$ cat config.mk
export PLATFORM = sky130hd
export DESIGN_NAME = dcache_ctrl_flat
export DESIGN_NICKNAME = d
export VERILOG_FILES = /design/src/rtl/dcache_ctrl_if.sv /design/src/rtl/dcache_ctrl.sv /design/src/flat_wrapper.sv
export SDC_FILE = /design/constraint.sdc
export NUM_CORES = 2
export LEC_CHECK = 0
export CAP_MARGIN = 20
export CORE_ASPECT_RATIO = 1.2
export CORE_MARGIN = 4
export CORE_UTILIZATION = 25
export CTS_BUF_LIST = sky130_fd_sc_hd__clkbuf_4 sky130_fd_sc_hd__clkbuf_8 sky130_fd_sc_hd__clkbuf_16
export DETAILED_ROUTE_END_ITERATION = 10
export DONT_BUFFER_PORTS = 1
export GPL_TIMING_DRIVEN = 0
export MAX_ROUTING_LAYER = met4
export PLACE_DENSITY_LB_ADDON = 0.1
export SLEW_MARGIN = 20
export SYNTH_ARGS = -nofsm -noshare
export SYNTH_HDL_FRONTEND = slang
export SYNTH_MEMORY_MAX_BITS = 65536
export SYNTH_SLANG_ARGS = --single-unit
$ cat constraint.sdc
create_clock -name CLK -period 18.35 [get_ports CLK]
set_input_delay 5.505 -clock CLK [delete_from_list [all_inputs] [get_ports CLK]]
set_output_delay 5.505 -clock CLK [all_outputs]
set_load 0.02 [all_outputs]
$ cat src/rtl/dcache_ctrl_if.sv
// CPU and data_mem signal bundle for the direct-mapped data cache.
// The slave modport is the cache side; the master modport is the CPU/memory environment.
interface dcache_ctrl_if;
  logic        RE;
  logic        WE;
  logic [31:0] A;
  logic [31:0] WD;
  logic [31:0] RD;
  logic        STALL;
  logic [31:0] CacheRA;
  logic [31:0] CacheRD [16];
  logic        MemWE;
  logic [31:0] MemWA;
  logic [31:0] MemWD;

  modport slave (
    input  RE, WE, A, WD, CacheRD,
    output RD, STALL, CacheRA, MemWE, MemWA, MemWD
  );

  modport master (
    output RE, WE, A, WD, CacheRD,
    input  RD, STALL, CacheRA, MemWE, MemWA, MemWD
  );
endinterface

$ cat src/rtl/dcache_ctrl.sv
// Direct-mapped, write-through, no-write-allocate data cache.
// A load miss stalls, holds the line address for MISS_LAT cycles, then installs the 16-word line.
module dcache_ctrl #(
  parameter int NUM_LINES = 8,
  parameter int MISS_LAT  = 2
) (
  input  logic            CLK,
  input  logic            RESET_N,
  dcache_ctrl_if.slave    bus,
  output logic [15:0]     HitCnt,
  output logic [15:0]     MissCnt
);
  localparam int IDX_W = $clog2(NUM_LINES);
  localparam int TAG_W = 26 - IDX_W;
  localparam int CNT_W = (MISS_LAT > 1) ? $clog2(MISS_LAT) : 1;

  typedef enum logic {S_IDLE = 1'b0, S_FILL = 1'b1} state_t;

  state_t                 state_q, state_d;
  logic [CNT_W-1:0]       cnt_q;
  logic [25:0]            miss_line_q;
  logic [NUM_LINES-1:0]   valid_q;
  logic [TAG_W-1:0]       tag_q  [NUM_LINES];
  logic [31:0]            data_q [NUM_LINES][16];
  logic [15:0]            hit_cnt_q, miss_cnt_q;

  logic [IDX_W-1:0]       idx_s, fill_idx_s;
  logic [TAG_W-1:0]       tag_s, fill_tag_s;
  logic [3:0]             off_s;
  logic                   match_s;
  logic                   ld_hit_s, ld_miss_s, st_hit_s, fill_done_s;
  logic                   unused_ok_s;

  assign idx_s       = bus.A[6+IDX_W-1:6];
  assign tag_s       = bus.A[31:6+IDX_W];
  assign off_s       = bus.A[5:2];
  assign fill_idx_s  = miss_line_q[IDX_W-1:0];
  assign fill_tag_s  = miss_line_q[25:IDX_W];
  assign match_s     = valid_q[idx_s] && (tag_q[idx_s] == tag_s);
  assign unused_ok_s = ^bus.A[1:0];
  assign HitCnt      = hit_cnt_q;
  assign MissCnt     = miss_cnt_q;

  // Next state, bus outputs and per-cycle actions; everything is forced quiet while in reset.
  always_comb begin
    state_d     = state_q;
    bus.RD      = 32'h0000_0000;
    bus.STALL   = 1'b0;
    bus.CacheRA = 32'h0000_0000;
    bus.MemWE   = 1'b0;
    bus.MemWA   = 32'h0000_0000;
    bus.MemWD   = 32'h0000_0000;
    ld_hit_s    = 1'b0;
    ld_miss_s   = 1'b0;
    st_hit_s    = 1'b0;
    fill_done_s = 1'b0;
    if (RESET_N) begin
      case (state_q)
        S_IDLE: begin
          bus.CacheRA = {bus.A[31:6], 6'b00_0000};
          if (bus.WE) begin
            // A store wins over a simultaneous load request.
            bus.MemWE = 1'b1;
            bus.MemWA = bus.A;
            bus.MemWD = bus.WD;
            st_hit_s  = match_s;
          end else if (bus.RE) begin
            if (match_s) begin
              bus.RD   = data_q[idx_s][off_s];
              ld_hit_s = 1'b1;
            end else begin
              bus.STALL = 1'b1;
              ld_miss_s = 1'b1;
              state_d   = S_FILL;
            end
          end else begin
            state_d = S_IDLE;
          end
        end
        S_FILL: begin
          bus.STALL   = 1'b1;
          bus.CacheRA = {miss_line_q, 6'b00_0000};
          if (cnt_q == CNT_W'(MISS_LAT - 1)) begin
            fill_done_s = 1'b1;
            state_d     = S_IDLE;
          end else begin
            state_d = S_FILL;
          end
        end
        default: begin
          state_d = S_IDLE;
        end
      endcase
    end else begin
      state_d = S_IDLE;
    end
  end

  // Control state, valid bits and saturating event counters.
  always_ff @(posedge CLK) begin
    if (!RESET_N) begin
      state_q     <= S_IDLE;
      cnt_q       <= '0;
      miss_line_q <= 26'd0;
      valid_q     <= '0;
      hit_cnt_q   <= 16'd0;
      miss_cnt_q  <= 16'd0;
    end else begin
      state_q <= state_d;
      if (ld_miss_s) begin
        miss_line_q <= bus.A[31:6];
        cnt_q       <= '0;
      end else if (state_q == S_FILL) begin
        cnt_q <= cnt_q + CNT_W'(1);
      end
      if (ld_miss_s && (miss_cnt_q != 16'hFFFF)) begin
        miss_cnt_q <= miss_cnt_q + 16'd1;
      end
      if (ld_hit_s && (hit_cnt_q != 16'hFFFF)) begin
        hit_cnt_q <= hit_cnt_q + 16'd1;
      end
      if (fill_done_s) begin
        valid_q[fill_idx_s] <= 1'b1;
      end
    end
  end

  // Tag and data arrays need no reset: valid_q gates every use.
  always_ff @(posedge CLK) begin
    if (fill_done_s) begin
      tag_q[fill_idx_s] <= fill_tag_s;
      for (int w = 0; w < 16; w++) begin
        data_q[fill_idx_s][w] <= bus.CacheRD[w];
      end
    end else if (st_hit_s) begin
      data_q[idx_s][off_s] <= bus.WD;
    end
  end
endmodule
$ cat src/flat_wrapper.sv
// flat-port wrapper written by rule: the top's interface ports become plain ports
module dcache_ctrl_flat 
#(
  parameter int NUM_LINES = 8,
  parameter int MISS_LAT  = 2
)
  (CLK, RESET_N, HitCnt, MissCnt, bus_RE, bus_WE, bus_A, bus_WD, bus_CacheRD, bus_RD, bus_STALL, bus_CacheRA, bus_MemWE, bus_MemWA, bus_MemWD);
  dcache_ctrl_if bus_i ();
  input  logic CLK;
  input  logic RESET_N;
  output logic [15:0] HitCnt;
  output logic [15:0] MissCnt;
  input wire logic [$bits(bus_i.RE)-1:0] bus_RE;
  input wire logic [$bits(bus_i.WE)-1:0] bus_WE;
  input wire logic [$bits(bus_i.A)-1:0] bus_A;
  input wire logic [$bits(bus_i.WD)-1:0] bus_WD;
  input wire logic [$bits(bus_i.CacheRD)-1:0] bus_CacheRD;
  output wire logic [$bits(bus_i.RD)-1:0] bus_RD;
  output wire logic [$bits(bus_i.STALL)-1:0] bus_STALL;
  output wire logic [$bits(bus_i.CacheRA)-1:0] bus_CacheRA;
  output wire logic [$bits(bus_i.MemWE)-1:0] bus_MemWE;
  output wire logic [$bits(bus_i.MemWA)-1:0] bus_MemWA;
  output wire logic [$bits(bus_i.MemWD)-1:0] bus_MemWD;
  assign bus_i.RE = bus_RE;
  assign bus_i.WE = bus_WE;
  assign bus_i.A = bus_A;
  assign bus_i.WD = bus_WD;
  assign bus_i.CacheRD = {>>{bus_CacheRD}};
  assign bus_RD = bus_i.RD;
  assign bus_STALL = bus_i.STALL;
  assign bus_CacheRA = bus_i.CacheRA;
  assign bus_MemWE = bus_i.MemWE;
  assign bus_MemWA = bus_i.MemWA;
  assign bus_MemWD = bus_i.MemWD;
  dcache_ctrl #(.NUM_LINES(NUM_LINES), .MISS_LAT(MISS_LAT)) u_core (.CLK(CLK), .RESET_N(RESET_N), .bus(bus_i), .HitCnt(HitCnt), .MissCnt(MissCnt));
endmodule
==> results_dict.tcl <==
set metrics [dict create \
    ys.flop_type "edfxtp_1" \
    clk_path_buf_depth 4 \
    crit_arrival_ps 12510 \
    status "completed" \
    use_met1 0.2702 \
    h-tree-depth 5 \
    detail-route-antenna-nets 0 \
    tightest_slew_ps 1444 \
    hold_violations 0 \
    cts_inserted_buffers 468 \
    dp_hpwl_um 593300 \
    dr_total_vias 93930 \
    gp_congestion 0.8574 \
    fin_nets 9628 \
    io_buffers 0 \
    relSlewSlack 0.03112 \
    drive_above_1_share 0.3105 \
    rr_worst_depth 12 \
    synth-async-reset-ratio 0 \
    endpoint_kind "output port" \
    rsz0062_at_grt "false" \
    viasPerCell 5.013 \
    min_period_ps 18010 \
    use_met2 0.3620 \
    grt_pass1_wl_um 1010000 \
    synth_warnings 0 \
    drt_iter0_drc 10840 \
    finalCritPeriodShare 0.9815 \
    synth.avg_cell_area_sq_um 21.31 \
    synthTopCellsByArea "edfxtp_1, mux4_2, mux2i_1" \
    crit_path_start_kind "input pin" \
    die-area_sq_um 705700 \
    top_usage_layer "met2" \
    synth_edf_count 4280 \
    cts_root_buffer "clkbuf_16" \
    fin_area_sq_um 213100 \
    area_growth_syn_to_layout_pct 23.12 \
    drt-pass1-iter-count 5 \
    core_sq_um 689500 \
    syn_area_sq_um 173100 \
    r2r_slack_ps 11850 \
    grtUsageMet3 0.06777 \
    drv_cap 0 \
    cts.sinks 4348 \
    cts_tree "built" \
    multiInputGateArea_sq_um 42670 \
    rows 334 \
    cp_max_fo 10 \
    p_leak_nw 69.20 \
    drcViolationCount 0 \
    postCtsSetupBuffers 0 \
    seqCellArea_sq_um 129900 \
    yosys.area.top_type "edfxtp_1" \
    min_path_type "reg -> reg" \
    place_area_sq_um 196700 \
    slew_viol_final 0 \
    synth_cell_types 56 \
    die_h_um 919.4 \
    grt_usage 0.2255 \
    worstSkewPairLatency_ps 1090 \
    crit_type "in -> out" \
    grt_overflow 0 \
    path_clk_slew_ps 60 \
    min_from "u_core.valid_q[7]$_SDFFE_PN0P_" \
    holdPathEnd "u_core.valid_q[7]$_SDFFE_PN0P_" \
    grt_pass1_vias 93130 \
    totalWireLength_um 795100 \
    required_ps 12840 \
    antenna_found_initial 386 \
    setup_viol 0 \
    die_w_um 767.5 \
    hold_depth 1 \
    rr_startpoint "u_core.tag_q[1][22]$_DFFE_PP_" \
    peakVddDrop_mv 0.08502 \
    p_per_area_nw_per_um2 102.9 \
    syn-instance-count 8121 \
    netlist.area_leader.share 0.7426 \
    fin_skew_ps 121.6 \
    p_total_mw 21.93 \
    grt_max_degree 20 \
    start_util 0.2510 \
    wl_per_cell_um 42.44 \
    cts_hold_buf 0 \
    ioPinCount 742 \
    ys_seq_area_frac 0.7505 \
    max_freq_ghz 0.05552 \
    nFillCells 66340 \
    r2r_end "u_core.data_q[2][375]$_DFFE_PP_" \
    postSynthRegisterBits 4348 \
]
==> worst max-delay path, stage by stage <==
cell,delay (ps)
buf_2,310
buf_4,330
buf_2,460
buf_4,490
buf_2,590
buf_2,560
buf_2,720
buf_2,530
mux4_2,570
mux2i_1,770
a22oi_1,260
a31oi_1,810
a211oi_2,450
==> cell type report <==
class | instances | share of cell area
inverter | 14 | 0.0002466
clock buffer | 566 | 0.05866
clock inverter | 293 | 0.01462
tap | 9072 | 0.05327
sequential | 4348 | 0.6096
timing repair buffer | 450 | 0.04603
buffer | 578 | 0.01463
antenna | 230 | 0.002701
multi-input combinational | 3186 | 0.2003
==> timing repair <==
action	CTS	global route
endpoints found under the setup margin	4	0
hold endpoints to repair	0	0
resized for setup	2	0
==> placed cells by master, fill, tap and decap left out, types with 29 or more instances in the layout <==
master     count
a2111oi_2     62
a211oi_1      64
a211oi_4      29
a21o_1       512
a22o_1        72
a22oi_1      136
a31oi_1       34
and2_1        36
and3_1        76
buf_1         29
buf_12        74
buf_16       271
buf_2        191
buf_4         70
buf_6         67
bufinv_16     53
clkbuf_1     172
clkbuf_16    471
clkbuf_2     129
clkbuf_4      98
clkinv_1     103
clkinv_2      86
dfxtp_1       68
diode_2      230
edfxtp_1    4280
mux2i_1      555
mux4_2      1055
nor2_1        68
nor2b_1       73
o21ai_4      128
==> where the power goes <==
group	leakage [nW]	internal [mW]	switching [mW]
Combinational	22.4	0.413	0.851
Sequential	39.0	10.9	0.0129
Clock	7.72	5.59	4.15
Total	69.2	16.9	5.01
==> through the flow <==
stage	instances	hold WS [ps]	setup TNS, ps	util	worst slack, ps
global placement	17200	443.2	-2531080	0.2675	-3024
CTS	18510	470.8	0	0.3079	272.6
detailed placement	17650	455.0	-67.98	0.2853	-29.54
finish	18740	468.4	0	0.3090	339.5
global route	18690	482.4	0	0.3088	348.6
floorplan	8126	435.4	0	-	3963
==> cells in the mapped netlist (4+ instances only) <==
master and n:
nor4_1 5, buf_1 44, a22oi_1 136, buf_2 131, a21oi_1 34, a211oi_1 96, mux4_2 1055, edfxtp_1 4280
nor2b_1 73, or3_1 16, xnor2_1 7, a21o_1 512, nor3_1 11, o211ai_1 4, clkbuf_1 274, buf_4 41
a311oi_1 33, mux2i_1 560, clkbuf_2 30, or4_1 6, a2111oi_0 64, dfxtp_1 68, nand3_1 25, and2_1 36
a22o_1 72, nand2b_1 9, and3_1 76, nor2_1 69, nand4_1 10, o21ai_0 144, o21a_1 14, buf_6 58
nand2_1 31, inv_1 14, xor2_1 9, a31oi_1 38, nand3b_1 6, o31ai_1 7
==> kinds of logic after synthesis <==
group,share of synthesized area
DFF,0.7505
adders and majority gates,0.0001446
other,0.00002167
buffers and inverters,0.01741
and+or+nand+nor,0.01271
muxes,0.1697
xor gates and xnor gates,0.0008098
AOI/OAI and AO/OA,0.04871
==> how the worst max path moves through the flow <==
stage / startpoint / endpoint / cells after the start
finish: bus_A[6] / bus_RD[17] / 13
global route: bus_A[6] / bus_RD[31] / 13
CTS: bus_A[6] / bus_RD[15] / 13
detailed placement: bus_A[6] / bus_RD[14] / 13
global placement: bus_A[7] / bus_RD[14] / 13
floorplan: bus_A[7] / bus_RD[10] / 13
==> routing by layer <==
layer | share of wire | wire length [um]
met5 | 0 | 0
met3 | 0.089 | 71000
met4 | 0.042 | 33410
met1 | 0.39 | 309200
met2 | 0.48 | 381500
==> sequential cells by signal, indices dropped and copies added (netlist names) <==
register	flops
u_core.data_q	4096
u_core.tag_q	184
u_core.miss_line_q	26
u_core.HitCnt	16
u_core.MissCnt	16
u_core.valid_q	8
u_core.cnt_q	1
u_core.state_q	1
(Power assumes the default switching activity.)
